===== src/rtl/wb_sram_slave_pkg.sv =====
// Shared types and helpers for the Wishbone-to-16-bit-SRAM word bridge.
package wb_sram_slave_pkg;

    localparam int unsigned SRAM_DW = 16;
    localparam int unsigned WAIT_CW = 4;

    typedef enum logic [1:0] {
        ST_IDLE,
        ST_SETUP,
        ST_STROBE,
        ST_ACK
    } state_t;

    // Byte selects for one half: half 0 is the upper (big-endian first) half-word.
    function automatic logic [1:0] lane_sel(input logic [3:0] sel, input logic half);
        return half ? sel[1:0] : sel[3:2];
    endfunction

    // Write data for one half, same lane ordering as lane_sel.
    function automatic logic [SRAM_DW-1:0] lane_dat(input logic [31:0] dat, input logic half);
        return half ? dat[15:0] : dat[31:16];
    endfunction

endpackage


===== src/rtl/wb_sram_slave_if.sv =====
// Wishbone classic slave-side bus bundle for wb_sram_slave.
interface wb_sram_slave_if;

    logic        s_cyc;
    logic        s_stb;
    logic        s_we;
    logic [3:0]  s_sel;
    logic [31:0] s_adr;
    logic [31:0] s_dat_i;
    logic [31:0] s_dat_o;
    logic        s_ack;

    modport master (
        output s_cyc, s_stb, s_we, s_sel, s_adr, s_dat_i,
        input  s_dat_o, s_ack
    );

    modport slave (
        input  s_cyc, s_stb, s_we, s_sel, s_adr, s_dat_i,
        output s_dat_o, s_ack
    );

endinterface


===== src/rtl/wb_sram_slave.sv =====
// Wishbone classic slave serving 32-bit words from an external async 16-bit SRAM,
// two half-word SRAM cycles per word with programmable wait states.
module wb_sram_slave
    import wb_sram_slave_pkg::*;
#(
    parameter int unsigned SRAM_AW     = 18,
    parameter int unsigned WAIT_STATES = 1
) (
    input  logic                sys_clk,
    input  logic                nreset,
    wb_sram_slave_if.slave      wb,
    output logic [SRAM_AW-1:0]  sram_addr,
    output logic [SRAM_DW-1:0]  sram_dq_o,
    input  logic [SRAM_DW-1:0]  sram_dq_i,
    output logic                sram_dq_oe,
    output logic                sram_ce_n,
    output logic                sram_oe_n,
    output logic                sram_we_n,
    output logic                sram_ub_n,
    output logic                sram_lb_n
);

    localparam logic [WAIT_CW-1:0] WAIT_LAST = WAIT_CW'(WAIT_STATES);

    state_t               state_q, state_d;
    logic                 half_q, half_d;
    logic                 pend_q, pend_d;
    logic [WAIT_CW-1:0]   wcnt_q, wcnt_d;
    logic [SRAM_AW-2:0]   adr_q, adr_d;
    logic                 we_q, we_d;
    logic [3:0]           sel_q, sel_d;
    logic [31:0]          dat_q, dat_d;

    logic [31:0]          dat_o_d;
    logic                 ack_d;
    logic [SRAM_AW-1:0]   addr_d;
    logic [SRAM_DW-1:0]   dq_o_d;
    logic                 dq_oe_d;
    logic                 ce_n_d, oe_n_d, we_n_d, ub_n_d, lb_n_d;

    logic                 launch;
    logic                 launch_half;
    logic [1:0]           launch_sel;

    logic                 unused_adr;
    assign unused_adr = ^{wb.s_adr[31:SRAM_AW+1], wb.s_adr[1:0]};

    // Next-state and next-output decode; every output is registered below.
    always_comb begin
        state_d     = state_q;
        half_d      = half_q;
        pend_d      = pend_q;
        wcnt_d      = wcnt_q;
        adr_d       = adr_q;
        we_d        = we_q;
        sel_d       = sel_q;
        dat_d       = dat_q;
        dat_o_d     = wb.s_dat_o;
        ack_d       = 1'b0;
        addr_d      = sram_addr;
        dq_o_d      = sram_dq_o;
        dq_oe_d     = sram_dq_oe;
        ce_n_d      = 1'b1;
        oe_n_d      = 1'b1;
        we_n_d      = 1'b1;
        ub_n_d      = sram_ub_n;
        lb_n_d      = sram_lb_n;
        launch      = 1'b0;
        launch_half = 1'b0;
        launch_sel  = 2'b00;

        if (state_q != ST_IDLE && !wb.s_cyc) begin
            state_d = ST_IDLE;
            pend_d  = 1'b0;
            dq_oe_d = 1'b0;
            ub_n_d  = 1'b1;
            lb_n_d  = 1'b1;
        end else begin
            case (state_q)
                ST_IDLE: begin
                    if (wb.s_cyc && wb.s_stb) begin
                        adr_d = wb.s_adr[SRAM_AW:2];
                        we_d  = wb.s_we;
                        sel_d = wb.s_sel;
                        dat_d = wb.s_dat_i;
                        if (!wb.s_we) begin
                            launch      = 1'b1;
                            launch_half = 1'b0;
                            pend_d      = 1'b1;
                        end else if (wb.s_sel[3:2] != 2'b00) begin
                            launch      = 1'b1;
                            launch_half = 1'b0;
                            pend_d      = (wb.s_sel[1:0] != 2'b00);
                        end else if (wb.s_sel[1:0] != 2'b00) begin
                            launch      = 1'b1;
                            launch_half = 1'b1;
                            pend_d      = 1'b0;
                        end else begin
                            state_d = ST_ACK;
                            ack_d   = 1'b1;
                        end
                    end
                end
                ST_SETUP: begin
                    state_d = ST_STROBE;
                    wcnt_d  = '0;
                    ce_n_d  = 1'b0;
                    oe_n_d  = we_q;
                    we_n_d  = ~we_q;
                end
                ST_STROBE: begin
                    if (wcnt_q == WAIT_LAST) begin
                        if (!we_q) begin
                            if (half_q) dat_o_d[15:0]  = sram_dq_i;
                            else        dat_o_d[31:16] = sram_dq_i;
                        end
                        dq_oe_d = 1'b0;
                        if (pend_q) begin
                            pend_d      = 1'b0;
                            launch      = 1'b1;
                            launch_half = 1'b1;
                        end else begin
                            state_d = ST_ACK;
                            ack_d   = 1'b1;
                            ub_n_d  = 1'b1;
                            lb_n_d  = 1'b1;
                        end
                    end else begin
                        wcnt_d = wcnt_q + WAIT_CW'(1);
                        ce_n_d = 1'b0;
                        oe_n_d = we_q;
                        we_n_d = ~we_q;
                    end
                end
                ST_ACK: begin
                    state_d = ST_IDLE;
                end
                default: begin
                    state_d = ST_IDLE;
                end
            endcase
        end

        // Shared entry into SETUP for either half, from IDLE or from the end of a STROBE.
        if (launch) begin
            state_d    = ST_SETUP;
            half_d     = launch_half;
            addr_d     = {adr_d, launch_half};
            launch_sel = we_d ? lane_sel(sel_d, launch_half) : 2'b11;
            ub_n_d     = ~launch_sel[1];
            lb_n_d     = ~launch_sel[0];
            dq_oe_d    = we_d;
            if (we_d) dq_o_d = lane_dat(dat_d, launch_half);
        end
    end

    // State, request latches and registered outputs.
    always_ff @(posedge sys_clk or negedge nreset) begin
        if (!nreset) begin
            state_q     <= ST_IDLE;
            half_q      <= 1'b0;
            pend_q      <= 1'b0;
            wcnt_q      <= '0;
            adr_q       <= '0;
            we_q        <= 1'b0;
            sel_q       <= '0;
            dat_q       <= '0;
            wb.s_dat_o  <= '0;
            wb.s_ack    <= 1'b0;
            sram_addr   <= '0;
            sram_dq_o   <= '0;
            sram_dq_oe  <= 1'b0;
            sram_ce_n   <= 1'b1;
            sram_oe_n   <= 1'b1;
            sram_we_n   <= 1'b1;
            sram_ub_n   <= 1'b1;
            sram_lb_n   <= 1'b1;
        end else begin
            state_q     <= state_d;
            half_q      <= half_d;
            pend_q      <= pend_d;
            wcnt_q      <= wcnt_d;
            adr_q       <= adr_d;
            we_q        <= we_d;
            sel_q       <= sel_d;
            dat_q       <= dat_d;
            wb.s_dat_o  <= dat_o_d;
            wb.s_ack    <= ack_d;
            sram_addr   <= addr_d;
            sram_dq_o   <= dq_o_d;
            sram_dq_oe  <= dq_oe_d;
            sram_ce_n   <= ce_n_d;
            sram_oe_n   <= oe_n_d;
            sram_we_n   <= we_n_d;
            sram_ub_n   <= ub_n_d;
            sram_lb_n   <= lb_n_d;
        end
    end

endmodule


===== src/flat_wrapper.sv =====
// flat-port wrapper written by rule: the top's interface ports become plain ports
module wb_sram_slave_flat import wb_sram_slave_pkg::*;
#(
    parameter int unsigned SRAM_AW     = 18,
    parameter int unsigned WAIT_STATES = 1
)
  (sys_clk, nreset, sram_addr, sram_dq_o, sram_dq_i, sram_dq_oe, sram_ce_n, sram_oe_n, sram_we_n, sram_ub_n, sram_lb_n, wb_s_cyc, wb_s_stb, wb_s_we, wb_s_sel, wb_s_adr, wb_s_dat_i, wb_s_dat_o, wb_s_ack);
  wb_sram_slave_if wb_i ();
  input  logic sys_clk;
  input  logic nreset;
  output logic [SRAM_AW-1:0] sram_addr;
  output logic [SRAM_DW-1:0] sram_dq_o;
  input  logic [SRAM_DW-1:0] sram_dq_i;
  output logic sram_dq_oe;
  output logic sram_ce_n;
  output logic sram_oe_n;
  output logic sram_we_n;
  output logic sram_ub_n;
  output logic sram_lb_n;
  input wire logic [$bits(wb_i.s_cyc)-1:0] wb_s_cyc;
  input wire logic [$bits(wb_i.s_stb)-1:0] wb_s_stb;
  input wire logic [$bits(wb_i.s_we)-1:0] wb_s_we;
  input wire logic [$bits(wb_i.s_sel)-1:0] wb_s_sel;
  input wire logic [$bits(wb_i.s_adr)-1:0] wb_s_adr;
  input wire logic [$bits(wb_i.s_dat_i)-1:0] wb_s_dat_i;
  output wire logic [$bits(wb_i.s_dat_o)-1:0] wb_s_dat_o;
  output wire logic [$bits(wb_i.s_ack)-1:0] wb_s_ack;
  assign wb_i.s_cyc = wb_s_cyc;
  assign wb_i.s_stb = wb_s_stb;
  assign wb_i.s_we = wb_s_we;
  assign wb_i.s_sel = wb_s_sel;
  assign wb_i.s_adr = wb_s_adr;
  assign wb_i.s_dat_i = wb_s_dat_i;
  assign wb_s_dat_o = wb_i.s_dat_o;
  assign wb_s_ack = wb_i.s_ack;
  wb_sram_slave #(.SRAM_AW(SRAM_AW), .WAIT_STATES(WAIT_STATES)) u_core (.sys_clk(sys_clk), .nreset(nreset), .wb(wb_i), .sram_addr(sram_addr), .sram_dq_o(sram_dq_o), .sram_dq_i(sram_dq_i), .sram_dq_oe(sram_dq_oe), .sram_ce_n(sram_ce_n), .sram_oe_n(sram_oe_n), .sram_we_n(sram_we_n), .sram_ub_n(sram_ub_n), .sram_lb_n(sram_lb_n));
endmodule

===== config.mk =====
export PLATFORM = sky130hd
export DESIGN_NAME = wb_sram_slave_flat
export DESIGN_NICKNAME = d
export VERILOG_FILES = /design/src/rtl/wb_sram_slave_pkg.sv /design/src/rtl/wb_sram_slave_if.sv /design/src/rtl/wb_sram_slave.sv /design/src/flat_wrapper.sv
export SDC_FILE = /design/constraint.sdc
export NUM_CORES = 1
export LEC_CHECK = 0
export ABC_AREA = 1
export CAP_MARGIN = 5
export CORE_MARGIN = 8
export CORE_UTILIZATION = 51
export CTS_BUF_LIST = sky130_fd_sc_hd__clkbuf_16
export CTS_CLUSTER_DIAMETER = 200
export DETAILED_ROUTE_END_ITERATION = 16
export HOLD_SLACK_MARGIN = 0.06
export PLACE_DENSITY = 0.83
export SETUP_SLACK_MARGIN = 0.4
export SYNTH_ARGS = -nofsm -noshare
export SYNTH_HDL_FRONTEND = slang
export SYNTH_SLANG_ARGS = --single-unit

===== constraint.sdc =====
create_clock -name sys_clk -period 3.85 [get_ports sys_clk]
set_input_delay 0.385 -clock sys_clk [delete_from_list [all_inputs] [get_ports sys_clk]]
set_output_delay 0.385 -clock sys_clk [all_outputs]
set_load 0.01 [all_outputs]

======== After elaboration in Yosys (flattened, before gate mapping) ========
Cells that the tools add are included.
word-level totals
  output and inout bits ................... 73
  bits of input ports ..................... 89
  register bits ........................... 135
  logic and storage cells ................. 131
operators by class
  bitwise gates (word level) .............. 5
  eq/ne operators ......................... 15
  reductions and logical operators ........ 19
  $add $sub $neg .......................... 1
  muxes and demuxes ....................... 72
operators with widths
  operator                                                          count
  32-bit two-way mux                                                3
  17-bit two-way mux                                                3
  1-bit two-way mux                                                 42
  2-bit two-way mux                                                 10
  16-bit two-way mux                                                1
  4-bit two-way mux                                                 4
  1-bit case mux with 2 select lines                                7
  4-bit by 2-bit != test with 1-bit output (second input constant)  3
  5-bit AND reduction                                               2
  3-bit nonzero test                                                3
  4-bit by 1-bit != test with 1-bit output (second input constant)  2
  2-bit case mux with 4 select lines                                1
  4-bit case mux with 2 select lines                                1
  2-bit nonzero test                                                4
  3-bit by 1-bit != test with 1-bit output (second input constant)  2
  3-bit AND reduction                                               2
  6-bit AND reduction                                               1
  5-bit by 2-bit != test with 1-bit output (second input constant)  1
  1-bit inverter                                                    5
  4-bit by 1-bit adder with 4-bit output (second input constant)    1
  2-bit == test (second input constant)                             2
  4-bit by 1-bit == test with 1-bit output (second input constant)  1
  4-bit != test (second input constant)                             1
  2-bit AND reduction                                               2
  7 further kinds                                                   8

======== Depth between registers and ports, before layout ========
Gate-level depths: netlist (run 1).
  depth in word-level cells ............... 11
  depth in mapped cells ................... 14

======== Worst setup path after synthesis (run 1) ========
OpenSTA, ideal clock, no wires.
  path kind ............................... flip-flop to flip-flop
  start ................................... register u_core.state_q[0]
  end ..................................... register u_core.wb.s_dat_o[16]
  arrival time ............................ 1.805 ns
  required time ........................... 3.725 ns
  path slack .............................. 1.920 ns
  clock period less this slack ............ 1.930 ns
  cell stages (with the launch flop) ...... 8
  path through ............................ dfrtp_1 -> inv_1 -> ha_1 -> nor2_2 -> nor2_2 -> nand4_2 -> buf_2 -> mux2_2
on the way
  word-level cells in the longest chain between the ends .. 4
  elaborated cells between the ends (all ways) .. 5
  classes of those cells .................. 1 x eq/ne; 1 x bitwise; 3 x reduce/logical
ends and longest elaborated chain
  what                                    line                    RTL
  start: declaration                      wb_sram_slave.sv:25     state_t state_q, state_d;
  start signal: assignment                wb_sram_slave.sv:179    state_q <= state_d;
  2-bit nonzero test                      wb_sram_slave.sv:72     if (state_q != ST_IDLE && !wb.s_cyc) begin
  1-bit logical AND                       wb_sram_slave.sv:72
  1-bit inverter (no source line)         n/a
  5-bit AND reduction (no source line) *  n/a
  end signal: assignment                  wb_sram_slave.sv:187    wb.s_dat_o <= dat_o_d;
  end: declaration                        wb_sram_slave_if.sv:20  output s_dat_o, s_ack
Every way passes the cells marked *; elsewhere a longest branch is shown, timed or not.
A chain may end at the register's enable or synchronous reset.

======== Final worst setup path (run 1) ========
  start ................................... register u_core.state_q[0]
  end ..................................... register u_core.sram_dq_o[4]
on the way
  word-level cells in the longest chain between the ends .. 4
  elaborated cells between the ends (all ways) .. 14
  classes of those cells .................. 1 x eq/ne; 9 x mux; 4 x reduce/logical
ends and longest elaborated chain
  what                                                              line                  RTL
  2-bit == test, or another cell as far along                       wb_sram_slave.sv:79   case (state_q)
  1-bit case mux with 2 select lines, or another cell as far along  wb_sram_slave.sv:79
  1-bit two-way mux / 32-bit two-way mux (equally long branches)    wb_sram_slave.sv:72
  16-bit two-way mux / 2-bit AND reduction (equally long branches)  n/a
  end signal: assignment                                            wb_sram_slave.sv:190  sram_dq_o <= dq_o_d;
  end: declaration                                                  wb_sram_slave.sv:13   output logic [SRAM_DW-1:0] sram_dq_o,
Parallel ways exist; a longest one is shown, timed or not.

==> results of run 1 <==
-- metrics by stage --
stage               area (um^2)  instances  hold WS (ns)  setup slack [ns]  utilization [%]
floorplan                  5682        628       0.08941             1.920                -
detailed placement         7222        892        0.4622             1.122            66.62
global placement           7222        892        0.4579             1.124            66.62
CTS                        7809        923        0.1023             1.254            72.03
finish                     7809        923       0.06865             1.265            72.03
global route               7809        923        0.1500             1.004            72.03
-- power groups by stage --
stage | clock network, uW | registers (uW) | logic (uW)
detailed placement | 0 | 2370 | 2310
finish | 1610 | 2360 | 2310
global route | 1690 | 2420 | 2560
CTS | 1630 | 2360 | 2330
global placement | 0 | 2330 | 2220
floorplan | 0 | 2480 | 1060
-- registers in the layout (all words and copies together), names as in the netlist, 2 cells and up --
name	flops
u_core.dat_q	32
u_core.wb.s_dat_o	32
u_core.sram_addr	18
u_core.adr_q	17
u_core.sram_dq_o	16
u_core.sel_q	4
u_core.wcnt_q	4
u_core.state_q	2
-- cells in the mapped netlist, types with 2 or more instances --
cell type / number
a21oi_1: 3
a31oi_1: 17
and2_1: 16
buf_1: 3
buf_2: 14
buf_4: 3
buf_6: 2
clkbuf_1: 4
dfrtp_1: 129
dfstp_2: 5
ha_1: 6
inv_1: 50
inv_2: 4
mux2_2: 16
nand2_1: 234
nand2_2: 3
nand3_1: 11
nand4_1: 2
nor2_1: 46
nor2_2: 2
nor3_1: 3
o21ai_0: 31
o21ai_1: 14
-- layer usage --
metal	up-vias	GRT usage, %	wire [um]
li1	2250	-	-
met1	2276	23.96	5778
met5	-	0	0
met2	146	33.60	7215
met3	23	8.839	1292
met4	0	6.939	229
-- area by class of cell --
class / count / area (um^2)
sequential: 134 / 3359
fill: 803 / 3032
inverter: 54 / 202.7
timing repair buffer: 150 / 1501
clock inverter: 14 / 161.4
clock buffer: 17 / 425.4
tap: 140 / 175.2
multi-input combinational: 414 / 1983
-- cells by family (layout without fill, tap and decap cells) --
group	after synthesis	count (layout)	share of synthesized area, %
and+or+nand+nor	323	323	23.65
DFF	134	134	59.13
buffers and inverters	80	235	6.056
AOI/OAI and AO/OA	68	68	6.518
muxes	16	16	3.171
adders and majority gates	6	6	1.321
xor gates and xnor gates	1	1	0.1542
-- path summary, 6_finish.rpt --
kind | from | end | slack, ns
worst max-delay path | u_core.state_q[0] | u_core.sram_dq_o[4] | 1.27
worst min-delay path | nreset | u_core.wb.s_dat_o[29] | 0.07
worst max register to register | u_core.state_q[0] | u_core.sram_dq_o[4] | 1.27
worst min register to register | u_core.adr_q[11] | u_core.adr_q[11] | 0.47
max in group asynchronous | nreset | u_core.dat_q[16] | 2.90
min in group sys_clk | u_core.adr_q[11] | u_core.adr_q[11] | 0.47
-- worst max-delay path, cell delays in order, from the launching register on --
cell,delay (ns)
dfrtp_1,0.40
inv_1,0.10
ha_1,0.27
nand3_2,0.11
buf_4,0.51
nor2_1,0.08
nand2_1,0.08
nand2_1,0.07
nand2_2,0.50
nand2_1,0.15
nand2_1,0.12
o21ai_1,0.06
==> metrics.csv, run 1 <==
stage,metric,value,unit
run_status,outcome,finished clean,
global_route,grt_use_total,20.58,%
yosys,syn_area,5682,um^2
timing,tns,0,ns
yosys,yosysTopAreaCell,dfrtp_1,
layout,area_delta_synth_final,37.44,%
power_and_ir_drop,power.internal,4190,uW
setup_path,critical_path.endpoint_type,flop,
drt,vias,4695,
yosys,yosys_warnings,0,
clock_tree,cts_tree,built,
global_route,grt_first_pass_wirelength,24.32,mm
timing,fmax,386.9,MHz
timing,post-route-period-util,67.14,%
layout,final_cell_mix,"nand2_1, clkdlybuf4s50_1, dfrtp_1",
drt,dr.pass1.iters,5,
die,core,10840,um^2
yosys,synth_edf_count,0,
setup_path,rr_worst_depth,11,
timing,finalHoldViolations,0,
die,die_area,14770,um^2
yosys,avgSynthCellArea,9.047,um^2
timing,drv_slew,0,
timing,maxSlewHeadroom,42.96,%
power_and_ir_drop,power.density,802.8,nW/um^2
clock_tree,ctsResizeCount,0,
yosys,ys_seq_area_share,59.13,%
placement,hpwlAfterDp,10.09,mm
clock_tree,cts_buffer_depth,2,
global_route,grt_pass1_vias,4910,
yosys,synth_top_area_share,56.82,%
hold_path,hold_class,in -> async,
timing,worst_slew_pin_slew,0.8555,ns
layout,n_antenna_cell,0,
yosys,async_flop_share,100.0,%
yosys,synth_seq_cells,134,
clock_tree,cts_max_level,4,
drt,wirelength,14.52,mm
clock_tree,clkTransAtPathRegs,0.06,ns
die,ios,162,
global_route,grt_max_degree,69,
layout,layout.nets,866,
clock_tree,cts_buffers,17,
power_and_ir_drop,p_seq_share,37.6,%
timing,rsz0062_at_grt,false,
die,initial_core_util,52.41,%
power_and_ir_drop,power_frac_comb,36.8,%
die,die_w,121.6,um
setup_path,crit_required,4.14,ns
layout,final_common_cell,nand2_1,
power_and_ir_drop,vdd_drop_max,0.4613,mV
power_and_ir_drop,fin_total_pwr,6269,uW
clock_tree,cts_sinks,134,
power_and_ir_drop,clkPwrFrac,25.6,%
power_and_ir_drop,leakage,0.003834,uW
power_and_ir_drop,switchingPower,2079,uW
yosys,synth.distinct_cells,33,
clock_tree,cts_root_buffer,clkbuf_16,
drt,postRouteAntennaNets,0,
placement,io_buffers,146,
drt,drtIter0Drc,335,
setup_path,arrival,2.88,ns
setup_path,worstPathMaxFanout,55,
timing,skew,0.008004,ns
yosys,synth_area_leaders,"dfrtp_1, nand2_1, inv_1",
flow_run,maxCapViolCount,0,
setup_path,worstSetupStartpointType,flop,
die,die_h,121.6,um
drt,drc_errors,0,
yosys,synth_ff_type,dfrtp_1,
drt,via_per_inst,5.087,
drt,wire_per_inst,15.73,um
layout,drive_above_1_share,8.940,%
global_route,overflow,0,
die,core.rowCount,38,
setup_path,worstSetupPathType,reg -> reg,
clock_tree,ctsHoldBuffers,0,
placement,place_congestion,0.8647,
timing,period_minus_slack,2.585,ns
timing,setup_viol,0,
power_and_ir_drop,p_sw_share,33.16,%
global_route,antenna_found_initial,0,
yosys,syn-num-nets,723,
clock_tree,clock_latency,0.41,ns
yosys,syn_inst,628,
clock_tree,postCtsSetupBuffers,0,
Note: power is estimated with default switching activity, not from simulation.
==> inputs of run 2 (changes only) <==
CORE_UTILIZATION = 43   (was 51)
PLACE_DENSITY = 0.74   (was 0.83)
clock period = 2.22 ns   (was 3.85 ns; I/O delays follow)
==> run 2 against run 1 <==
Against the previous run:
- cell count is 8.6% higher
- via count is 5.1% higher
- global-route usage is 3.1 points lower
- non-clock buffer count is 42 higher
- largest power group is now combinational logic
- die area is 16% higher
- critical path depth is 2 lower
- fmax is 34% higher
- total power is 83% higher
- critical endpoint is now u_core.wb.s_dat_o[2]
==> metrics.csv, run 2 (synthesis gave the netlist of run 1 again) <==
stage,metric,value,unit,change
setup_path,arrival,2.21,ns,was 2.88 ns
placement,dpl-instance-area,7381,um^2,was 7222 um^2
setup_path,worstSetupPathType,reg -> reg,,unchanged
timing,tns,0,ns,unchanged
clock_tree,cts_buffer_depth,2,,unchanged
setup_path,crit_required,2.50,ns,was 4.14 ns
die,die_area,17150,um^2,was 14770 um^2
die,ios,162,,unchanged
layout,layout.nets,908,,was 866
clock_tree,cts_tree,built,,unchanged
global_route,grt_first_pass_wirelength,23.38,mm,was 24.32 mm
layout,final_common_cell,nand2_1,,unchanged
run_status,outcome,finished clean,,unchanged
drt,dr.pass1.iters,5,,unchanged
flow_run,maxCapViolCount,0,,unchanged
drt,wire_per_inst,16.07,um,was 15.73 um
timing,setup_viol,0,,unchanged
setup_path,r2r_slack,0.29,ns,was 1.27 ns
clock_tree,cts_sinks,134,,unchanged
timing,worst_slew_pin_slew,0.5744,ns,was 0.8555 ns
setup_path,worstPathMaxFanout,8,,was 55
global_route,grtUsageMet2,29.28,%,was 33.60%
setup_path,worstSetupStartpointType,flop,,unchanged
global_route,grtUsageMet1,20.26,%,was 23.96%
clock_tree,clkTransAtPathRegs,0.06,ns,about the same
placement,io_buffers,146,,unchanged
drt,postRouteAntennaNets,0,,unchanged
drt,wirelength,16.11,mm,was 14.52 mm
layout,drive_above_1_share,20.10,%,was 8.940%
clock_tree,cts_root_buffer,clkbuf_16,,unchanged
die,die_w,131.0,um,was 121.6 um
die,core.rowCount,42,,was 38
drt,drtIter0Drc,268,,was 335
global_route,overflow,0,,unchanged
timing,post-route-period-util,86.77,%,was 67.14%
power_and_ir_drop,fin_total_pwr,11440,uW,was 6269 uW
layout,area_delta_synth_final,52.63,%,was 37.44%
setup_path,critical_path.most_common_cell,inv_2,,was nand2_1
layout,reg_top3,"u_core.dat_q (32), u_core.wb.s_dat_o (32), u_core.sram_addr (18)",,unchanged
setup_path,critical-path-top-delay-family,buffers and inverters,,was simple AND/OR/NAND/NOR gates
timing,rsz0062_at_grt,true,,was false
layout,n_fill_cell,960,,was 803
setup_path,critical_path.endpoint_type,flop,,unchanged
placement,place_congestion,0.8693,,was 0.8647
clock_tree,cts_buffers,17,,unchanged
placement,hpwlAfterDp,10.47,mm,was 10.09 mm
timing,finalHoldViolations,0,,unchanged
setup_path,crit_buf_inv,5,,was 2
setup_path,slowest_stage,dfrtp_1,,was buf_4
global_route,grt_max_degree,63,,was 69
timing,period_minus_slack,1.926,ns,was 2.585 ns
die,die_h,131.0,um,was 121.6 um
die,core,13090,um^2,was 10840 um^2
timing,skew,0.006438,ns,was 0.008004 ns
clock_tree,clock_latency,0.41,ns,about the same
setup_path,cp_cell_sequence,"inv_2, ha_4, clkinvlp_4, nor2_4, inv_2, nor4_4, buf_6, clkbuf_16, o21ai_0",,"was inv_1, ha_1, nand3_2, buf_4, nor2_1, nand2_1, nand2_1, nand2_2, nand2_1, nand2_1, o21ai_1"
global_route,grt_use_total,17.46,%,was 20.58%
hold_path,hold_class,in -> async,,unchanged
layout,n_antenna_cell,0,,unchanged
power_and_ir_drop,power.density,1320,nW/um^2,was 802.8 nW/um^2
layout,final_cell_mix,"nand2_1, clkdlybuf4s50_1, dfrtp_1",,unchanged
global_route,busiest_layer,met2,,unchanged
timing,fmax,519.2,MHz,was 386.9 MHz
global_route,grt_pass1_vias,4821,,was 4910
timing,maxSlewHeadroom,61.71,%,was 42.96%
global_route,antenna_found_initial,0,,unchanged
die,initial_core_util,43.42,%,was 52.41%
power_and_ir_drop,vdd_drop_max,0.6725,mV,was 0.4613 mV
global_route,grt.met3_usage,5.925,%,was 8.839%
power_and_ir_drop,leakage,0.004163,uW,was 0.003834 uW
placement,place_inst,940,,was 892
drt,drc_errors,0,,unchanged
layout,fin_area,8672,um^2,was 7809 um^2
drt,vias,4934,,was 4695
clock_tree,cts_max_level,4,,unchanged
drt,via_per_inst,4.924,,was 5.087
layout,utilization,66.27,%,was 72.03%
setup_path,slowest_delay,0.39,ns,was 0.51 ns
timing,drv_slew,0,,unchanged
layout,final_cell_count_no_fill,1002,,was 923
## run 2: layout make-up
type                            count  area, um^2  share of cell area [%]
Clock buffer                       17       425.4                   4.905
Clock inverter                     15       137.6                   1.587
Inverter                           54       216.5                   2.496
Multi-Input combinational cell    414        2237                   25.80
Sequential cell                   134        3359                   38.74
Tap cell                          176       220.2                   2.539
Timing Repair Buffer              192        2076                   23.94
## run 2: stage by stage
stage / hold WS (ns) / setup slack (ns)
floorplan: -0.07359 / 0.3825
global placement: 0.2386 / 0.2161
detailed placement: 0.2438 / 0.1365
CTS: 0.3668 / 0.3747
global route: 0.3930 / 0.2282
finish: 0.3702 / 0.2938
## run 2: repair_timing
action | in CTS | in global routing
cloned | 0 | 10
endpoints found under the hold margin | 57 | 0
pin swaps | 1 | 29
setup endpoints to repair | 85 | 70
resized for setup | 20 | 95
hold buffers | 1 | 0
setup buffers | 3 | 16
## run 2: worst paths after layout
| check | startpoint | end | cells past startpoint |
|---|---|---|---|
| setup / recovery | u_core.state_q[0] | u_core.wb.s_dat_o[2] | 9 |
| hold / removal | nreset | u_core.dat_q[21] | 2 |
| setup reg to reg | u_core.state_q[0] | u_core.wb.s_dat_o[2] | 9 |
| hold reg to reg | u_core.dat_q[3] | u_core.dat_q[3] | 2 |
| max in group asynchronous | nreset | u_core.wb.s_dat_o[9] | 3 |
| min in group sys_clk | wb_s_adr[15] | u_core.adr_q[13] | 3 |
## run 2: power breakdown
group / leakage (uW) / internal (uW) / switching [uW]
Combinational: 0.00224 / 2370 / 2330
Sequential: 0.00165 / 3570 / 511
Clock: 0.000273 / 1630 / 1030
Total: 0.00416 / 7570 / 3870
## run 2: layer usage
layer | part of all wire (%) | up-vias | wire length (um)
li1 | - | 2343 | -
met1 | 39 | 2403 | 6316
met2 | 52 | 174 | 8361
met3 | 7.7 | 14 | 1237
met4 | 1.2 | 0 | 189
met5 | 0 | - | 0
